$ cat src/rtl/decode_stage.sv
// RV32I decode stage: splits instructions into fields and immediates,
// registered toward execute behind a two-entry skid buffer.
module decode_stage #(
  parameter int DWIDTH = 32,
  parameter int AWIDTH = 32
) (
  input  logic              clk,
  input  logic              reset,
  input  logic              flush_i,
  input  logic              valid_i,
  output logic              ready_o,
  input  logic [AWIDTH-1:0] pc_i,
  input  logic [31:0]       insn_i,
  output logic              valid_o,
  input  logic              ready_i,
  output logic [AWIDTH-1:0] pc_o,
  output logic [31:0]       insn_o,
  output logic [6:0]        opcode_o,
  output logic [4:0]        rd_o,
  output logic [4:0]        rs1_o,
  output logic [4:0]        rs2_o,
  output logic [2:0]        funct3_o,
  output logic [6:0]        funct7_o,
  output logic [DWIDTH-1:0] imm_o,
  output logic              illegal_o
);

  typedef struct packed {
    logic [AWIDTH-1:0] pc;
    logic [31:0]       insn;
    logic [6:0]        opcode;
    logic [4:0]        rd;
    logic [4:0]        rs1;
    logic [4:0]        rs2;
    logic [2:0]        funct3;
    logic [6:0]        funct7;
    logic [DWIDTH-1:0] imm;
    logic              illegal;
  } bundle_t;

  logic               r_out_valid;
  logic               r_skid_valid;
  bundle_t            r_out;
  bundle_t            r_skid;
  bundle_t            w_dec;
  logic               w_accept;
  logic [6:0]         w_op;
  logic signed [31:0] w_imm32;
  logic               w_ill;
  logic               w_f7_en;

  assign w_op     = insn_i[6:0];
  assign w_accept = valid_i && ready_o;

  always_comb begin
    w_imm32 = '0;
    w_ill   = 1'b0;
    w_f7_en = 1'b0;
    unique case (w_op)
      7'h03, 7'h67, 7'h73:
        w_imm32 = {{20{insn_i[31]}}, insn_i[31:20]};
      7'h13: begin
        w_imm32 = {{20{insn_i[31]}}, insn_i[31:20]};
        w_f7_en = (insn_i[13:12] == 2'b01);
      end
      7'h23:
        w_imm32 = {{20{insn_i[31]}}, insn_i[31:25],
                   insn_i[11:7]};
      7'h63:
        w_imm32 = {{19{insn_i[31]}}, insn_i[31], insn_i[7],
                   insn_i[30:25], insn_i[11:8], 1'b0};
      7'h37, 7'h17:
        w_imm32 = {insn_i[31:12], 12'b0};
      7'h6F:
        w_imm32 = {{11{insn_i[31]}}, insn_i[31],
                   insn_i[19:12], insn_i[20],
                   insn_i[30:21], 1'b0};
      7'h33:
        w_f7_en = 1'b1;
      default:
        w_ill = 1'b1;
    endcase
  end

  always_comb begin
    w_dec         = '0;
    w_dec.pc      = pc_i;
    w_dec.insn    = insn_i;
    w_dec.opcode  = w_op;
    w_dec.rd      = insn_i[11:7];
    w_dec.rs1     = insn_i[19:15];
    w_dec.rs2     = insn_i[24:20];
    w_dec.funct3  = insn_i[14:12];
    w_dec.funct7  = w_f7_en ? insn_i[31:25] : 7'd0;
    w_dec.imm     = DWIDTH'(w_imm32);
    w_dec.illegal = w_ill;
  end

  // Output slot refills from the skid first so order is kept.
  always_ff @(posedge clk or posedge reset) begin
    if (reset) begin
      r_out_valid  <= 1'b0;
      r_skid_valid <= 1'b0;
      r_out        <= '0;
      r_skid       <= '0;
    end else if (flush_i) begin
      r_out_valid  <= 1'b0;
      r_skid_valid <= 1'b0;
    end else if (!r_out_valid || ready_i) begin
      if (r_skid_valid) begin
        r_out        <= r_skid;
        r_out_valid  <= 1'b1;
        r_skid_valid <= 1'b0;
      end else if (w_accept) begin
        r_out       <= w_dec;
        r_out_valid <= 1'b1;
      end else begin
        r_out_valid <= 1'b0;
      end
    end else if (w_accept) begin
      r_skid       <= w_dec;
      r_skid_valid <= 1'b1;
    end
  end

  assign ready_o   = !r_skid_valid;
  assign valid_o   = r_out_valid;
  assign pc_o      = r_out.pc;
  assign insn_o    = r_out.insn;
  assign opcode_o  = r_out.opcode;
  assign rd_o      = r_out.rd;
  assign rs1_o     = r_out.rs1;
  assign rs2_o     = r_out.rs2;
  assign funct3_o  = r_out.funct3;
  assign funct7_o  = r_out.funct7;
  assign imm_o     = r_out.imm;
  assign illegal_o = r_out.illegal;

endmodule

$ cat config.mk
export PLATFORM = sky130hd
export DESIGN_NAME = decode_stage
export DESIGN_NICKNAME = d
export VERILOG_FILES = /design/src/rtl/decode_stage.sv
export SDC_FILE = /design/constraint.sdc
export NUM_CORES = 1
export LEC_CHECK = 0
export ABC_CLOCK_PERIOD_IN_PS = 8080
export CAP_MARGIN = 5
export CORE_MARGIN = 2
export CORE_UTILIZATION = 46
export DETAILED_ROUTE_END_ITERATION = 10
export PLACE_DENSITY = 0.86
export SLEW_MARGIN = 20
export SYNTH_ARGS = -nofsm -noshare
export SYNTH_HDL_FRONTEND = slang
export SYNTH_SLANG_ARGS = --single-unit
export TNS_END_PERCENT = 100
$ cat constraint.sdc
create_clock -name clk -period 8.08 [get_ports clk]
set_clock_uncertainty 0.15 [all_clocks]
set_input_delay 2.424 -clock clk [delete_from_list [all_inputs] [get_ports clk]]
set_output_delay 2.424 -clock clk [all_outputs]
set_load 0.01 [all_outputs]
==> results of run 1 <==
==> how the worst min path moves through the flow <==
stage           endpoint  slack [ns]  cells past startpoint
2_1_floorplan  r_skid[2]        0.28                      2
3_3_place_gp   r_skid[4]        0.29                      2
3_5_place_dp   r_skid[3]        0.30                      2
4_1_cts        r_skid[4]        0.31                      2
5_1_grt        r_skid[5]        0.34                      2
6_report       r_skid[4]        0.31                      2
==> layer usage <==
layer | global-route usage | up-vias | wire [um]
li1 | - | 3624 | -
met4 | 0.0837 | 0 | 823
met5 | 0 | - | 0
met1 | 0.313 | 3675 | 10300
met3 | 0.0450 | 64 | 1790
met2 | 0.340 | 316 | 10900
==> power by group through the flow <==
stage          combinational (uW)  sequential [uW]  clock [uW]
6_report                      550             1340        1060
5_1_grt                       607             1360        1130
4_1_cts                       555             1340        1090
3_5_place_dp                  552             1350           0
3_3_place_gp                  535             1350           0
2_1_floorplan                 251             1360           0
==> worst max-delay path: stages <==
cell and delay (ns):
clkdlybuf4s50_1 0.78, nand4b_1 0.40, nor2_1 0.81, o21ai_1 0.53, a31oi_1 0.32
==> kinds of logic after synthesis <==
logic type / count (synthesis) / share of synthesized area
AOI/OAI and AO/OA: 200 / 0.131
muxes: 58 / 0.0618
DFF: 210 / 0.559
and+or+nand+nor: 429 / 0.191
xor gates and xnor gates: 1 / 0.000933
buffers and inverters: 101 / 0.0558
==> Yosys cell counts, types with 3 or more instances <==
master / number / share of area
nand2_1: 306 / 0.12
dfrtp_1: 210 / 0.56
o21ai_0: 75 / 0.040
nor2_1: 59 / 0.024
mux2i_1: 58 / 0.062
clkbuf_1: 34 / 0.014
buf_2: 29 / 0.015
a21oi_1: 27 / 0.014
buf_4: 27 / 0.022
nor3_1: 27 / 0.014
a31oi_1: 26 / 0.017
o21ai_1: 26 / 0.014
a211oi_1: 24 / 0.019
inv_1: 8 / 0.0032
nand3b_1: 6 / 0.0048
nand3_1: 5 / 0.0027
nor2b_1: 4 / 0.0027
o21bai_1: 4 / 0.0032
o32ai_1: 4 / 0.0037
nand2b_1: 3 / 0.0020
o2bb2a_4: 3 / 0.0064
==> state kept, by name, summed over array words and instances (netlist names) <==
name          flops
insn_o           32
r_skid          104
funct7_o          7
r_skid_valid      1
pc_o             32
illegal_o         1
imm_o            32
valid_o           1
==> layout make-up <==
cell class	count	share of cell area
Clock inverter	10	0.0106
Sequential cell	210	0.434
Timing Repair Buffer	207	0.172
Multi-Input combinational cell	688	0.300
Clock buffer	30	0.0529
Tap cell	270	0.0279
Inverter	9	0.00310
==> through the flow <==
stage / hold WS, ns / instance area, um^2
after floorplan: 0.283 / 9400
after global placement: 0.293 / 11300
after detailed placement: 0.301 / 11300
after CTS: 0.314 / 12100
after global routing: 0.339 / 12100
final: 0.308 / 12100
==> flow_summary_export.csv, run 1 <==
group,metric,value,unit
clocking,h-tree-depth,1,
finish,drive_gt1_frac,0.0572,
worst_setup_path,rr_startpoint,"r_skid_valid",
clocking,ctsRootBufferMaster,"clkbuf_16",
routing,routed_wl,23800,um
routing,antenna_left,0,
finish,layout_common_cells,"nand2_1 (305), dfrtp_1 (209), clkdlybuf4s50_1 (199)",
routing,drt_pass1_iterations,5,
routing,wire_per_inst,16.7,um
yosys,ys_seq_area_frac,0.559,
pwr,p_clk_frac,0.360,
timing,fin_crit_sh,0.622,
pwr,power.density,243,nW/um^2
pwr,p_int,2170,uW
timing,final.setup.worst_slack,3.06,ns
yosys,syn_area_per_cell,9.40,um^2
timing,period_needed,5.02,ns
worst_setup_path,cp.arrival,5.28,ns
finish,final_common_cell,"nand2_1",
status,status,"finished clean",
routing,via_per_inst,5.39,
global_routing,grt_remaining_overflow,0,
timing,fmax,0.199,GHz
yosys,syn-cell-area,9390,um^2
routing,drt_iter0_markers,552,
pwr,p_seq_frac,0.453,
finish,finalNonFillerCells,1424,
timing,setup_viol,0,
hold_path,min_path_type,"reg -> reg",
timing,setup_tns,0,ns
clocking,clock_latency,0.50,ns
die,row_count,52,
pwr,comb_power_share,0.186,
clocking,cts_made_buffers,22,
routing,drc_errors,0,
worst_setup_path,worstSetupPathType,"in -> reg",
yosys,synth_ff_type,"dfrtp_1",
die,ios,200,
worst_setup_path,crit_start,"insn_i[6]",
finish,layout.nets,1207,
yosys,synthCells,999,
yosys,syn-num-nets,1068,
timing,hold_viol,0,
clocking,cts_tree,"built",
yosys,yosysWarnings,0,
finish,multi_input_area,3640,um^2
pwr,p_sw,781,uW
die,die_area,21600,um^2
yosys,synth_cell_types,49,
timing,rsz0062_at_grt,"false",
timing,worst_slew_pin_slew,1.07,ns
hold_path,worstHoldStart,"r_skid[4]",
worst_setup_path,worst_r2r_endpoint,"imm_o[17]",
placement,preCtsSetupSlack,2.61,ns
worst_setup_path,startpoint_type,"primary input",
placement,place.gp.congestion,0.829,
yosys,synth_edf_count,0,
placement,dpl.hpwl,15400,um
pwr,finalPower,2950,uW
clocking,cts_setup_buffers,0,
global_routing,antenna_found_initial,0,
die,initial_core_util,0.466,
clocking,clkTransAtPathRegs,0.06,ns
finish,insertedDiodeCount,0,
finish,post-route-util,0.601,
flow_run,max_cap_viol_count,0,
global_routing,grt_max_degree,143,
pwr,p_sw_frac,0.265,
worst_setup_path,crit_required,8.33,ns
global_routing,grt_pass1_wl,39000,um
global_routing,grt_pass1_vias,7417,
finish,fill_cells,1683,
die,chipHeight,147,um
worst_setup_path,rr_worst_depth,5,
die,fp.dieW,147,um
timing,slew_violations,0,
finish,area_growth,29.1,%
pwr,total_leakage_power,0.00523,uW
yosys,synth_seq_cells,210,
clocking,cts.repair.resized,0,
placement,port_buffers,199,
worst_setup_path,worstPathMaxFanout,16,
clocking,clock_sinks,210,
worst_setup_path,ff2ff_setup_slack,4.86,ns
worst_setup_path,critPathCapture,"r_skid[28]",
placement,placed_cells,1383,
clocking,clock_path_buffers,3,
die,core,20200,um^2
worst_setup_path,end_kind,"register",
global_routing,track_usage,0.221,
finish,seq_area,5260,um^2
yosys,synthArstFlopShare,1.00,
routing,vias,7679,
clocking,ctsHoldBuffers,0,
pwr,vdd_drop_max,0.000142,V
timing,slew_headroom,0.290,
Note: power is estimated with default switching activity, not from simulation.
==> inputs of run 2 (changes only) <==
Settings changed: ABC_CLOCK_PERIOD_IN_PS 8080 to 4200.
Clock period 8.08 ns to 4.2 ns, I/O delays scaled along.
==> flow_summary_export.csv, run 2 (same netlist as run 1, synthesis figures left out) <==
group,metric,value,unit
die,chipHeight,147,um
timing,slew_headroom,0.384,
finish,area_growth,30.4,%
worst_setup_path,startpoint_type,"register",
die,initial_core_util,0.466,
worst_setup_path,worstSetupPathType,"reg -> out",
clocking,clock_latency,0.50,ns
die,ios,200,
finish,drive_gt1_frac,0.0701,
timing,setup_tns,0,ns
timing,setup_viol,0,
worst_setup_path,worstPathMaxFanout,32,
worst_setup_path,path_cells,"inv_2 -> clkdlybuf4s50_1",
timing,fin_crit_sh,0.795,
finish,largest_register_ff_count,104,
worst_setup_path,crit_buf_inv,2,
worst_setup_path,worst-path-stages,2,
routing,routed_wl,24400,um
clocking,ctsHoldBuffers,0,
hold_path,min_path_type,"reg -> reg",
die,core,20200,um^2
clocking,cts.repair.resized,0,
routing,vias,7781,
hold_path,min_path_cells,2,
placement,place.gp.congestion,0.842,
placement,placed_cells,1398,
worst_setup_path,end_kind,"primary output",
finish,post-route-util,0.607,
timing,slew_violations,0,
hold_path,worstHoldStart,"r_skid[4]",
pwr,power.density,455,nW/um^2
global_routing,grt_pass1_vias,7597,
timing,rsz0062_at_grt,"false",
finish,final_common_cell,"nand2_1",
clocking,cts_setup_buffers,0,
flow_run,max_cap_viol_count,0,
pwr,total_leakage_power,0.00530,uW
pwr,p_int,4040,uW
global_routing,track_usage,0.222,
clocking,cts_tree,"built",
global_routing,grt_remaining_overflow,0,
routing,drc_errors,0,
worst_setup_path,rr_worst_depth,5,
clocking,cts_made_buffers,23,
timing,fmax,0.299,GHz
routing,antenna_left,0,
pwr,p_clk_frac,0.344,
timing,worst_slew_pin_slew,0.924,ns
finish,finalNonFillerCells,1439,
finish,insertedDiodeCount,0,
die,fp.dieW,147,um
finish,layout.nets,1222,
clocking,clock_path_buffers,3,
timing,hold_viol,0,
worst_setup_path,crit_required,2.79,ns
die,die_area,21600,um^2
worst_setup_path,crit_start,"r_skid_valid",
routing,wire_per_inst,17.0,um
clocking,clkTransAtPathRegs,0.06,ns
clocking,h-tree-depth,1,
finish,layout_common_cells,"nand2_1 (305), dfrtp_1 (209), clkdlybuf4s50_1 (199)",
clocking,clock_sinks,210,
pwr,p_sw,1540,uW
pwr,vdd_drop_max,0.000262,V
placement,dpl.hpwl,16500,um
worst_setup_path,cp_slowest_cell,"dfrtp_4",
pwr,comb_power_share,0.193,
routing,via_per_inst,5.41,
worst_setup_path,rr_startpoint,"r_skid_valid",
global_routing,grt_max_degree,66,
global_routing,antenna_found_initial,0,
routing,drt_pass1_iterations,5,
timing,period_needed,3.34,ns
global_routing,grt_pass1_wl,39000,um
placement,port_buffers,199,
status,status,"finished clean",
pwr,p_seq_frac,0.462,
die,row_count,52,
pwr,p_sw_frac,0.276,
clocking,ctsRootBufferMaster,"clkbuf_16",
worst_setup_path,cp.arrival,1.93,ns
routing,drt_iter0_markers,588,
finish,top_register,"r_skid",
worst_setup_path,path_delay_family,"buffers and inverters",
worst_setup_path,slowest_delay,0.70,ns
run 2: worst min-delay path: stages (launching register included):
cell and delay, ns:
dfrtp_1 0.34, nand2_1 0.05, nand2_1 0.05
run 2: layer usage:
layer  vias up  track usage  routed length (um)  part of all wire
met5         -            0                   0                 0
met4         0       0.0702                 605             0.025
met3        50       0.0438                1990             0.082
met2       329        0.360               11400              0.47
met1      3750        0.304               10400              0.43
li1       3652            -                   -                 -
run 2: metrics by stage:
stage	worst slack, ns	total power, uW	hold WS [ns]	instance area [um^2]
6_report	0.860	5570	0.313	12200
4_1_cts	0.826	5620	0.314	12200
3_5_place_dp	0.504	3690	0.300	11500
3_3_place_gp	0.644	3640	0.294	11500
2_1_floorplan	0.0618	3110	0.283	9400
5_1_grt	0.799	5840	0.344	12200
run 2: area by class of cell:
cell class	count	area, um^2
well taps	270	338
flip-flops and latches	210	5260
repair buffers	221	2260
fillers	1608	7920
multi-input cells	688	3640
inverters	9	37.5
clock buffers	27	611
clock inverters	14	109
run 2: power by group through the flow:
stage | sequential, uW | combinational [uW] | clock (uW)
2_1_floorplan | 2630 | 483 | 0
3_3_place_gp | 2590 | 1050 | 0
3_5_place_dp | 2610 | 1080 | 0
5_1_grt | 2620 | 1180 | 2040
4_1_cts | 2580 | 1090 | 1950
6_report | 2580 | 1080 | 1920
run 2: path summary, 6_finish.rpt:
check / end / slack [ns]
worst max-delay path: ready_o / 0.86
worst min-delay path: r_skid[4] / 0.31
worst max register to register: imm_o[20] / 1.69
worst min register to register: r_skid[4] / 0.31
max in group asynchronous: insn_o[24] / 2.04
min in group asynchronous: r_skid[125] / 1.12
